### config.mk
export PLATFORM = sky130hd
export DESIGN_NAME = psum_pool_manager
export DESIGN_NICKNAME = d
export VERILOG_FILES = /design/src/rtl/psum_pkg.sv /design/src/rtl/psum_free_list.sv /design/src/rtl/psum_pool_manager.sv
export SDC_FILE = /design/constraint.sdc
export NUM_CORES = 1
export LEC_CHECK = 0
export BUFFER_PORTS_ARGS = -buffer_cell sky130_fd_sc_hd__buf_2
export CORE_MARGIN = 1
export CORE_UTILIZATION = 41
export DETAILED_ROUTE_END_ITERATION = 10
export PLACE_DENSITY = 0.66
export SETUP_SLACK_MARGIN = 0.2
export SLEW_MARGIN = 20
export SYNTH_ARGS = -nofsm -noshare
export SYNTH_HDL_FRONTEND = slang
export SYNTH_SLANG_ARGS = --single-unit
### constraint.sdc
create_clock -name clk -period 2.8 [get_ports clk]
set_input_delay 0.28 -clock clk [delete_from_list [all_inputs] [get_ports clk]]
set_output_delay 0.28 -clock clk [all_outputs]
set_load 0.005 [all_outputs]
### src/rtl/psum_pkg.sv
// Shared types and bank-class range helpers for the psum bank pool manager.
package psum_pkg;

   typedef enum logic [1:0] {
      ST_IDLE  = 2'd0,
      ST_ALLOC = 2'd1,
      ST_RUN   = 2'd2,
      ST_DONE  = 2'd3
   } state_e;

   typedef enum logic {
      CLS_SMALL = 1'b0,
      CLS_BIG   = 1'b1
   } bank_class_e;

   function automatic int unsigned class_base(input bank_class_e cls,
                                              input int unsigned small_count);
      return (cls == CLS_SMALL) ? 32'd0 : small_count;
   endfunction

   function automatic int unsigned class_limit(input bank_class_e cls,
                                               input int unsigned small_count,
                                               input int unsigned total_count);
      return (cls == CLS_SMALL) ? small_count - 32'd1 : total_count - 32'd1;
   endfunction

endpackage

### src/rtl/psum_free_list.sv
// Bank free mask and retained-result mask with lowest-free search inside a class range.
module psum_free_list
   import psum_pkg::*;
#(
   parameter int unsigned SMALL_BANK_COUNT = 3,
   parameter int unsigned BIG_BANK_COUNT   = 3,
   parameter int unsigned ALLOW_PROMOTE    = 0,
   localparam int unsigned TOTAL_BANK_COUNT = SMALL_BANK_COUNT + BIG_BANK_COUNT,
   localparam int unsigned BANK_INDEX_WIDTH = $clog2(TOTAL_BANK_COUNT)
) (
   input  logic                        clk,
   input  logic                        reset,
   input  bank_class_e                 alloc_class,
   input  logic                        alloc,
   output logic                        alloc_found_c,
   output logic [BANK_INDEX_WIDTH-1:0] alloc_index_c,
   input  logic                        free_valid,
   input  logic [BANK_INDEX_WIDTH-1:0] free_index,
   input  logic                        retain_valid,
   input  logic [BANK_INDEX_WIDTH-1:0] retain_index,
   input  logic                        release_valid,
   input  logic [BANK_INDEX_WIDTH-1:0] release_index
);

   localparam int unsigned IW = BANK_INDEX_WIDTH;
   localparam int unsigned NB = TOTAL_BANK_COUNT;

   logic [NB-1:0] free_mask, free_mask_d;
   logic [NB-1:0] retained, retained_d;
   logic [IW:0]   class_hit, big_hit;

   // Returns {found, index} of the lowest set bit of mask within [base, limit].
   function automatic logic [IW:0] find_lowest(input logic [NB-1:0] mask,
                                               input int unsigned base,
                                               input int unsigned limit);
      logic [IW:0] hit;
      hit = '0;
      for (int i = int'(NB) - 1; i >= 0; i--) begin
         if (mask[i] && (unsigned'(i) >= base) && (unsigned'(i) <= limit)) begin
            hit = {1'b1, IW'(i)};
         end
      end
      return hit;
   endfunction

   always_comb begin
      class_hit     = find_lowest(free_mask, class_base(alloc_class, SMALL_BANK_COUNT),
                                  class_limit(alloc_class, SMALL_BANK_COUNT, NB));
      big_hit       = find_lowest(free_mask, SMALL_BANK_COUNT, NB - 1);
      alloc_found_c = class_hit[IW];
      alloc_index_c = class_hit[IW-1:0];
      if (!class_hit[IW] && (ALLOW_PROMOTE != 0) && (alloc_class == CLS_SMALL)) begin
         alloc_found_c = big_hit[IW];
         alloc_index_c = big_hit[IW-1:0];
      end
   end

   // Release only frees banks currently held as results; other indices are ignored.
   always_comb begin
      free_mask_d = free_mask;
      retained_d  = retained;
      if (alloc && alloc_found_c) begin
         free_mask_d[alloc_index_c] = 1'b0;
      end
      if (free_valid) begin
         free_mask_d[free_index] = 1'b1;
      end
      if (retain_valid) begin
         retained_d[retain_index] = 1'b1;
      end
      for (int i = 0; i < int'(NB); i++) begin
         if (release_valid && (release_index == IW'(i)) && retained[i]) begin
            retained_d[i]  = 1'b0;
            free_mask_d[i] = 1'b1;
         end
      end
   end

   always_ff @(posedge clk) begin
      if (reset) begin
         free_mask <= '1;
         retained  <= '0;
      end else begin
         free_mask <= free_mask_d;
         retained  <= retained_d;
      end
   end

endmodule

### src/rtl/psum_pool_manager.sv
// Row-by-row psum grid sequencer: allocates one bank per row, reads the previous row, retains the result bank.
module psum_pool_manager
   import psum_pkg::*;
#(
   parameter int unsigned SMALL_BANK_COUNT = 3,
   parameter int unsigned BIG_BANK_COUNT   = 3,
   parameter int unsigned SMALL_THRESHOLD  = 16,
   parameter int unsigned BIG_DEPTH        = 128,
   parameter int unsigned ADDR_WIDTH       = 8,
   parameter int unsigned GPR_WIDTH        = 6,
   parameter int unsigned ALLOW_PROMOTE    = 0,
   localparam int unsigned TOTAL_BANK_COUNT = SMALL_BANK_COUNT + BIG_BANK_COUNT,
   localparam int unsigned BANK_INDEX_WIDTH = $clog2(TOTAL_BANK_COUNT)
) (
   input  logic                        clk,
   input  logic                        reset,
   input  logic                        new_stage,
   input  logic [ADDR_WIDTH-1:0]       seq1_length,
   input  logic [GPR_WIDTH-1:0]        seq2_length,
   input  logic [GPR_WIDTH-1:0]        operation_id,
   input  logic                        write_enable,
   input  logic                        release_valid,
   input  logic [BANK_INDEX_WIDTH-1:0] release_bank_index,
   output logic [BANK_INDEX_WIDTH-1:0] write_bank_index,
   output logic [ADDR_WIDTH-1:0]       write_address,
   output logic [BANK_INDEX_WIDTH-1:0] read_bank_index,
   output logic [ADDR_WIDTH-1:0]       read_address,
   output logic                        read_bank_valid,
   output logic                        operation_done,
   output logic [GPR_WIDTH-1:0]        done_id,
   output logic [BANK_INDEX_WIDTH-1:0] result_bank_index,
   output logic                        busy,
   output logic                        stall,
   output logic                        error
);

   localparam int unsigned IW = BANK_INDEX_WIDTH;

   state_e                state_q, state_d;
   bank_class_e           cls_q, cls_d;
   logic [ADDR_WIDTH-1:0] s1_q, s1_d, col_q, col_d;
   logic [GPR_WIDTH-1:0]  s2_q, s2_d, id_q, id_d, row_q, row_d;
   logic [IW-1:0]         wbank_q, wbank_d, rbank_q, rbank_d;

   logic                  bad_c, last_col_c, last_row_c, row_end_c;
   logic                  alloc_found_c;
   logic [IW-1:0]         alloc_index_c;

   logic                  busy_d, stall_d, error_d, rbv_d, done_d;
   logic [IW-1:0]         wbi_d, rbi_d, res_d;
   logic [ADDR_WIDTH-1:0] wa_d, ra_d;
   logic [GPR_WIDTH-1:0]  done_id_d;

   assign bad_c      = (seq1_length == '0) || (seq2_length == '0) ||
                       (seq1_length > ADDR_WIDTH'(BIG_DEPTH));
   assign last_col_c = (col_q == s1_q - ADDR_WIDTH'(1));
   assign last_row_c = (row_q == s2_q - GPR_WIDTH'(1));
   assign row_end_c  = (state_q == ST_RUN) && write_enable && last_col_c;

   psum_free_list #(
      .SMALL_BANK_COUNT (SMALL_BANK_COUNT),
      .BIG_BANK_COUNT   (BIG_BANK_COUNT),
      .ALLOW_PROMOTE    (ALLOW_PROMOTE)
   ) u_free_list (
      .clk           (clk),
      .reset         (reset),
      .alloc_class   (cls_q),
      .alloc         (state_q == ST_ALLOC),
      .alloc_found_c (alloc_found_c),
      .alloc_index_c (alloc_index_c),
      .free_valid    (row_end_c && (row_q != '0)),
      .free_index    (rbank_q),
      .retain_valid  (row_end_c && last_row_c),
      .retain_index  (wbank_q),
      .release_valid (release_valid),
      .release_index (release_bank_index)
   );

   // State register
   always_ff @(posedge clk) begin
      if (reset) begin
         state_q <= ST_IDLE;
      end else begin
         state_q <= state_d;
      end
   end

   // Next state and datapath next values
   always_comb begin
      state_d = state_q;
      cls_d   = cls_q;
      s1_d    = s1_q;
      s2_d    = s2_q;
      id_d    = id_q;
      row_d   = row_q;
      col_d   = col_q;
      wbank_d = wbank_q;
      rbank_d = rbank_q;
      case (state_q)
         ST_IDLE: begin
            if (new_stage && !bad_c) begin
               state_d = ST_ALLOC;
               s1_d    = seq1_length;
               s2_d    = seq2_length;
               id_d    = operation_id;
               cls_d   = (seq1_length <= ADDR_WIDTH'(SMALL_THRESHOLD)) ? CLS_SMALL : CLS_BIG;
               row_d   = '0;
            end
         end
         ST_ALLOC: begin
            if (alloc_found_c) begin
               state_d = ST_RUN;
               wbank_d = alloc_index_c;
               col_d   = '0;
            end
         end
         ST_RUN: begin
            if (write_enable) begin
               if (last_col_c) begin
                  col_d = '0;
                  if (last_row_c) begin
                     state_d = ST_DONE;
                  end else begin
                     state_d = ST_ALLOC;
                     rbank_d = wbank_q;
                     row_d   = row_q + GPR_WIDTH'(1);
                  end
               end else begin
                  col_d = col_q + ADDR_WIDTH'(1);
               end
            end
         end
         ST_DONE: state_d = ST_IDLE;
         default: state_d = ST_IDLE;
      endcase
   end

   // Output next values, aligned to the state entered on the coming edge
   always_comb begin
      busy_d    = (state_d != ST_IDLE);
      stall_d   = (state_d == ST_ALLOC);
      error_d   = (state_q == ST_IDLE) && new_stage && bad_c;
      wbi_d     = '0;
      wa_d      = '0;
      rbv_d     = 1'b0;
      rbi_d     = '0;
      ra_d      = '0;
      done_d    = 1'b0;
      done_id_d = '0;
      res_d     = '0;
      if (state_d == ST_RUN) begin
         wbi_d = wbank_d;
         wa_d  = col_d;
         if (row_d != '0) begin
            rbv_d = 1'b1;
            rbi_d = rbank_d;
            ra_d  = col_d;
         end
      end
      if (state_d == ST_DONE) begin
         done_d    = 1'b1;
         done_id_d = id_d;
         res_d     = wbank_d;
      end
   end

   always_ff @(posedge clk) begin
      if (reset) begin
         cls_q             <= CLS_SMALL;
         s1_q              <= '0;
         s2_q              <= '0;
         id_q              <= '0;
         row_q             <= '0;
         col_q             <= '0;
         wbank_q           <= '0;
         rbank_q           <= '0;
         busy              <= 1'b0;
         stall             <= 1'b0;
         error             <= 1'b0;
         write_bank_index  <= '0;
         write_address     <= '0;
         read_bank_valid   <= 1'b0;
         read_bank_index   <= '0;
         read_address      <= '0;
         operation_done    <= 1'b0;
         done_id           <= '0;
         result_bank_index <= '0;
      end else begin
         cls_q             <= cls_d;
         s1_q              <= s1_d;
         s2_q              <= s2_d;
         id_q              <= id_d;
         row_q             <= row_d;
         col_q             <= col_d;
         wbank_q           <= wbank_d;
         rbank_q           <= rbank_d;
         busy              <= busy_d;
         stall             <= stall_d;
         error             <= error_d;
         write_bank_index  <= wbi_d;
         write_address     <= wa_d;
         read_bank_valid   <= rbv_d;
         read_bank_index   <= rbi_d;
         read_address      <= ra_d;
         operation_done    <= done_d;
         done_id           <= done_id_d;
         result_bank_index <= res_d;
      end
   end

endmodule
======== Word level (Yosys, flattened, before mapping) ========
Index checks and enable logic that the tools add are counted.
operators by class
  equality and inequality tests ........... 13
  add/subtract/negate cells ............... 4
  reduce and logical (&&, ||, !) cells .... 55
  bitwise operators ....................... 7
  divide/modulo/power cells ............... 0
  multiply operators ...................... 0
  mux-type cells .......................... 42
  magnitude comparators ................... 20
  shift-type cells ........................ 0
operators with widths
  cell                   number
  $ge A1 B32 Y1 const A  2
  $ge A2 B32 Y1 const A  2
  $ge A3 B32 Y1 const A  2
  $le A1 B32 Y1 const A  2
  $le A2 B32 Y1 const A  2
  $le A3 B32 Y1 const A  2
  $mux W6                8
  $logic_and A1 B1 Y1    35
  $mux W4                6
  $mux W8                3
  $mux W3                7
  $pmux W8 S2            1
  $reduce_or A2 Y1       8
  $lt A3 B4 Y1 const B   3
  $mux W2                6
  $or A6 B6 Y6           2
  $pmux W6 S2            1
  $reduce_bool A6 Y1     2
  $demux W1 S3           3
  $ge A3 B1 Y1 const B   3
  $add A8 B1 Y8 const B  1
  $eq A2 B2 Y1 const B   4
  $eq A8 B8 Y1           1
  $gt A8 B8 Y1 const B   1
  23 further kinds       34
word-level totals
  bits in latches ......................... 0
  flip-flop bits (word level) ............. 91
  bits in writable memories ............... 0
  memories kept ........................... 0
  output and inout port bits .............. 36
  bits in read-only memories .............. 0

======== Depth between registers and ports, before layout ========
  depth after elaboration ................. 19
  gate-level depth with buffers ........... 12
  depth with buffers taken out ............ 10

======== By module ========
Synthesis repeated with hierarchy kept, for this count alone.
second synthesis, totals
  cell total of the unflattened synthesis .. 444
  area, all modules ....................... 4006.3 um^2
by module, submodules not included
  module             cells an instance  instances  area each (um^2)
  psum_pool_manager  373                1          3408.3
  psum_free_list     71                 1          598.1

======== Worst setup path after synthesis ========
No wires, ideal clock.
  kind .................................... flip-flop to flip-flop
  start ................................... register s1_q[0]
  end ..................................... register read_address[3]
  stages on the path, launching flop included .. 13
  library setup time ...................... 0.130 ns
  arrival time ............................ 2.665 ns
  period minus slack after synthesis ...... 2.796 ns
  slack ................................... 0.004 ns
  required time ........................... 2.670 ns
  path through ............................ dfxtp_1 -> inv_1 -> ha_1 -> nor3b_2 -> or2_2 -> a2111oi_2 -> or3_1 -> buf_2 -> a21o_1 -> nand3_1 -> nor4_4 -> buf_6 -> nor3_2
between the ends
  longest elaborated chain between the ends .. 8
RTL lines
  item                                                       line                                                text
  start: declaration                                         psum_pool_manager.sv:41                             logic [ADDR_WIDTH-1:0] s1_q, s1_d, col_q, col_d;
  start signal: assignment                                   psum_pool_manager.sv:170                            s1_q <= '0;
  start signal: assignment                                   psum_pool_manager.sv:190                            s1_q <= s1_d;
  $sub A8 B1 Y8 (*)                                          psum_pool_manager.sv:56                             assign last_col_c = (col_q == s1_q - ADDR_WIDTH'(1));
  $eq A8 B8 Y1 (*)                                           psum_pool_manager.sv:56
  $mux W2 / $mux W6 (equally long branches)                  psum_pool_manager.sv:119                            if (last_col_c) begin
  $mux W2 / $mux W6 (equally long branches)                  psum_pool_manager.sv:118                            if (write_enable) begin
  $pmux W2 S4 / $pmux W6 S2 (equally long branches)          psum_pool_manager.sv:99                             case (state_q)
  $eq A2 B2 Y1 / $reduce_bool A6 Y1 (equally long branches)  psum_pool_manager.sv:151, psum_pool_manager.sv:154
  $not A1 Y1 (no line)                                       --
  $reduce_or A3 Y1 (no line)                                 --
  end signal: assignment                                     psum_pool_manager.sv:204                            read_address <= ra_d;
  end: declaration                                           psum_pool_manager.sv:27                             output logic [ADDR_WIDTH-1:0] read_address,
Mark *: on every way between the ends. The rest lies on a longest branch, timed or not.
A chain may end at the register's enable or synchronous reset.

======== Worst setup path after layout ========
  start ................................... register s1_q[0]
  end ..................................... register row_q[4]
between the ends
  longest elaborated chain between the ends .. 5
RTL lines
  item                    line                      text
  $sub A8 B1 Y8           psum_pool_manager.sv:56
  $eq A8 B8 Y1            psum_pool_manager.sv:56
  $mux W6                 psum_pool_manager.sv:119
  $mux W6                 psum_pool_manager.sv:118
  $pmux W6 S2             psum_pool_manager.sv:99
  end signal: assignment  psum_pool_manager.sv:193  row_q <= row_d;
  end: declaration        psum_pool_manager.sv:42   logic [GPR_WIDTH-1:0] s2_q, s2_d, id_q, id_d, row_q, row_d;
Every way passes these cells.

==> flow_summary.html <==
<table>
<tr><th>Metric</th><th>Value</th></tr>
<tr><th colspan="2">Power and ir drop</th></tr>
<tr><td>Pwr per Cell Area</td><td>480 nW/um2</td></tr>
<tr><td>Leak pwr</td><td>2.42 nW</td></tr>
<tr><td>Peak VDD IR</td><td>0.000254 V</td></tr>
<tr><th colspan="2">Yosys</th></tr>
<tr><td>Post-synthesis cell type count</td><td>67</td></tr>
<tr><td>Flip-flop and latch count after synthesis</td><td>91</td></tr>
<tr><td>Mapped Area</td><td>4210 um2</td></tr>
<tr><td>Share of the synthesized area in the top cell type</td><td>0.433</td></tr>
<tr><td>Yosys warns</td><td>0</td></tr>
<tr><td>Post-synthesis instance total</td><td>466</td></tr>
<tr><td>Number of enable-type register cells in the synthesized netlist</td><td>0</td></tr>
<tr><td>Most frequently used flop master after synthesis</td><td>sky130_fd_sc_hd__dfxtp_1</td></tr>
<tr><td>Most area-hungry cell type in the Yosys netlist</td><td>sky130_fd_sc_hd__dfxtp_1</td></tr>
<tr><td>Fraction of the yosys area taken by sequential cells</td><td>0.433</td></tr>
<tr><td>Synth Net Count</td><td>502</td></tr>
<tr><td>Top post-synthesis cells by area</td><td>sky130_fd_sc_hd__dfxtp_1, sky130_fd_sc_hd__nor2_1, sky130_fd_sc_hd__mux2i_1</td></tr>
<tr><td>Async set or reset register ratio after synthesis</td><td>0</td></tr>
<tr><td>Syn avg cell area</td><td>9.03 um2</td></tr>
<tr><th colspan="2">Route</th></tr>
<tr><td>Pre-antenna DRT Iters</td><td>4</td></tr>
<tr><td>Via/cell ratio</td><td>5.35</td></tr>
<tr><td>Residual DRC</td><td>0</td></tr>
<tr><td>1st-iter DRT viols</td><td>205</td></tr>
<tr><td>Final routed wire length divided by cell count</td><td>15.4 um</td></tr>
<tr><td>ANT nets after route</td><td>0</td></tr>
<tr><td>DRT Wirelength</td><td>10900 um</td></tr>
<tr><td>Via total after detailed routing</td><td>3785</td></tr>
<tr><th colspan="2">Clocking</th></tr>
<tr><td>CTS clock-pin slew for the worst setup and hold paths</td><td>90 ps</td></tr>
<tr><td>Clk buf depth</td><td>2</td></tr>
<tr><td>Root buffer cell</td><td>sky130_fd_sc_hd__clkbuf_8</td></tr>
<tr><td>Total CTS buffers</td><td>9</td></tr>
<tr><td>Maximum level of the CTS H-tree</td><td>3</td></tr>
<tr><td>Clock latency on the worst-skew pair</td><td>360 ps</td></tr>
<tr><td>Hold-fix buffers, CTS</td><td>0</td></tr>
<tr><td>TritonCTS clock tree</td><td>done</td></tr>
<tr><td>Clock sink count</td><td>91</td></tr>
<tr><th colspan="2">Run status</th></tr>
<tr><td>Status</td><td>finished clean</td></tr>
<tr><th colspan="2">Finish</th></tr>
<tr><td>Antenna Cells</td><td>0</td></tr>
<tr><td>Fraction of final layout cells with drive strength greater than 1</td><td>0.380</td></tr>
<tr><td>Summed area of non-filler cells in the final layout</td><td>5750 um2</td></tr>
<tr><td>Number of nets in the layout</td><td>606</td></tr>
<tr><td>Most frequent standard cell in the layout excluding fill and tap cells</td><td>sky130_fd_sc_hd__dfxtp_1</td></tr>
<tr><td>Fill cell total of the finished layout</td><td>858</td></tr>
<tr><td>Layout area overhead</td><td>36.5%</td></tr>
<tr><td>Top library cells by usage in the layout, fill and taps aside</td><td>sky130_fd_sc_hd__dfxtp_1, sky130_fd_sc_hd__nor2_1, sky130_fd_sc_hd__buf_2</td></tr>
<tr><td>Area taken by flip-flops and latches</td><td>1830 um2</td></tr>
<tr><td>Multi-input logic area</td><td>2620 um2</td></tr>
<tr><td>Finished Core Util</td><td>0.583</td></tr>
<tr><td>Number of standard cells in the final layout excluding fillers</td><td>707</td></tr>
<tr><th colspan="2">Critical path</th></tr>
<tr><td>Longest individual stage delay on the worst path</td><td>460 ps</td></tr>
<tr><td>CP max stage cell</td><td>sky130_fd_sc_hd__a2111oi_4</td></tr>
<tr><td>Critical-path maximum fanout</td><td>5</td></tr>
<tr><td>Category of the worst setup path launch point</td><td>flop</td></tr>
<tr><td>Worst r2r src</td><td>s1_q[0]</td></tr>
<tr><td>Worst setup path endpoint</td><td>row_q[4]</td></tr>
<tr><td>Startpoint of the worst setup timing path</td><td>s1_q[0]</td></tr>
<tr><td>Setup slack on the worst flop-to-flop path</td><td>40 ps</td></tr>
<tr><td>Number of cell instances on the worst register-to-register path</td><td>14</td></tr>
<tr><td>Data arrival time of the critical path</td><td>3040 ps</td></tr>
<tr><td>Series of cell instances along the critical path</td><td>inv_2 &gt; ha_4 &gt; nor3b_4 &gt; buf_4 &gt; o211ai_4 &gt; a2111oi_4 &gt; or3_4 &gt; buf_6 &gt; nand4_1 &gt; buf_4 &gt; buf_4 &gt; buf_4 &gt; buf_4 &gt; a31oi_1</td></tr>
<tr><td>Critical path capture point type</td><td>flop</td></tr>
<tr><td>Cell occurring most often along the worst timing path</td><td>sky130_fd_sc_hd__buf_4</td></tr>
<tr><td>Required time at the worst-slack endpoint</td><td>3080 ps</td></tr>
<tr><td>Reg2reg end</td><td>row_q[4]</td></tr>
<tr><td>Startpoint-to-endpoint class of the critical path</td><td>flop to flop</td></tr>
<tr><th colspan="2">GRT</th></tr>
<tr><td>Pin count of the biggest net entering global routing</td><td>35</td></tr>
<tr><td>Gr usage total</td><td>0.205</td></tr>
<tr><td>Overflow after GRT</td><td>0</td></tr>
<tr><td>Via count of the first global-routing pass</td><td>3431</td></tr>
<tr><td>First-pass GRT wire length</td><td>16800 um</td></tr>
<tr><td>Antenna violations before repair</td><td>0</td></tr>
<tr><th colspan="2">Placed design</th></tr>
<tr><td>Final RePlAce weighted congestion</td><td>0.883</td></tr>
<tr><td>Standard cell area after detailed placement</td><td>4850 um2</td></tr>
<tr><td>DPL Wire Length</td><td>7190 um</td></tr>
<tr><td>Number of port buffers</td><td>63</td></tr>
<tr><td>Placed cell count</td><td>669</td></tr>
<tr><th colspan="2">Timing</th></tr>
<tr><td>Min Hold Slack</td><td>170 ps</td></tr>
<tr><td>Final cycle utilization of the critical path</td><td>0.987</td></tr>
<tr><td>Final hold viol count</td><td>0</td></tr>
<tr><td>Time the final worst path needs with I/O delays and setup</td><td>2760 ps</td></tr>
<tr><td>Transition time of the tightest slew-check pin</td><td>737 ps</td></tr>
<tr><td>Unrepaired setup endpoints after global routing</td><td>true</td></tr>
<tr><td>Number of max-slew violations in the final report</td><td>0</td></tr>
<tr><td>Max Fclk</td><td>362 MHz</td></tr>
<tr><td>Relative slew slack</td><td>0.504</td></tr>
<tr><td>Setup Viol. Count Final</td><td>0</td></tr>
<tr><td>Worst clock skew</td><td>10.3 ps</td></tr>
<tr><th colspan="2">Die</th></tr>
<tr><td>Die W</td><td>103 um</td></tr>
<tr><td>Starting density of the core</td><td>0.427</td></tr>
<tr><td>Floorplan row count</td><td>36</td></tr>
<tr><td>Total I/O pin count</td><td>64</td></tr>
<tr><td>Overall die height</td><td>103 um</td></tr>
<tr><td>Die area</td><td>10700 um2</td></tr>
<tr><td>Core Box Area</td><td>9860 um2</td></tr>
<tr><th colspan="2">Flow run</th></tr>
<tr><td>Number of maximum-capacitance violations</td><td>0</td></tr>
<tr><th colspan="2">Hold path</th></tr>
<tr><td>Path type of the worst min-delay path</td><td>primary input to flop</td></tr>
<tr><td>Launch point of the worst hold path</td><td>seq1_length[2]</td></tr>
</table>
## sequential cells by signal, summed over array words and instances, names as in the netlist, 3 cells and up
register	count
u_free_list.retained	6
id_q	6
s2_q	6
read_bank_index	3
done_id	6
col_q	8
s1_q	8
row_q	6
write_bank_index	3
wbank_q	3
u_free_list.free_mask	6
write_address	8
rbank_q	3
result_bank_index	3
read_address	8
## stage by stage
stage / setup slack, ps / power (mW) / TNS, ps
after floorplan: 206 / 1.59 / 0
after global placement: 103 / 1.70 / 0
after detailed placement: 11.7 / 1.71 / 0
after CTS: 133 / 2.72 / 0
after global routing: -53.4 / 2.89 / -538
final: 36.5 / 2.76 / 0
## cell type report
cell class,instances,share of cell area
clock inverters,5,0.0148
repair buffers,116,0.146
well taps,133,0.0290
flip-flops and latches,91,0.318
inverters,21,0.0137
clock buffers,10,0.0239
multi-input cells,331,0.455
## synthesized netlist by cell type, drive strengths merged, types with 4 or more instances
master and n:
nor3 22, nand3 12, a31oi 14, nor2b 12
a22oi 6, nor3b 4, inv 21, ha 8
clkbuf 13, a21oi 20, nand2b 4, a21boi 4
xor2 8, nand2 20, a211oi 6, nor4 6
nor2 76, and3 11, o211ai 5, buf 10
mux2i 22, dfxtp 91, xnor2 11, nand4 4
o21ai 14
## worst max-delay path, delay by kind of cell, from the launching register on
kind | cells | cell delay [ps]
AO/OA/AOI/OAI | 3 | 700
adder cells (fa/ha/maj) | 1 | 130
buffers and inverters | 7 | 910
flip-flops | 1 | 340
AND/OR/NAND/NOR | 3 | 600
## kinds of logic (layout without fill, tap and decap cells)
logic type                 count (synthesis)  in the layout  share of synthesized area
and+or+nand+nor                          187            187                      0.246
xor gates and xnor gates                  19             19                     0.0395
DFF                                       91             91                      0.433
AOI/OAI and AO/OA                         94             94                      0.156
buffers and inverters                     44            152                     0.0470
adders and majority gates                  8              8                     0.0238
muxes                                     23             23                     0.0550
## power by group
group	internal [mW]	leakage, nW	total [mW]	switching [mW]
clock network	0.527	0.109	0.991	0.464
logic	0.190	1.57	0.428	0.238
registers	1.32	0.737	1.34	0.0219
## per-layer routing
layer	GRT usage	wire length, um	up-vias
li1	-	-	1853
met1	0.269	4930	1819
met2	0.337	5390	104
met3	0.0504	465	9
met4	0.0553	65	0
met5	0	0	-
## what timing repair did
item                                    in CTS  in global routing
gates cloned                                 1                  3
buffers inserted                            11                  8
resized for setup                           38                 67
endpoints found under the setup margin      48                 59
pin swaps                                   22                 15
## worst min path at each step
stage / end / cells after the start
2_1_floorplan: s1_q[0] / 2
3_3_place_gp: u_free_list.retained[3] / 2
3_5_place_dp: u_free_list.retained[3] / 2
4_1_cts: s1_q[2] / 3
5_1_grt: id_q[0] / 3
6_report: s1_q[2] / 3
(Power assumes the default switching activity.)
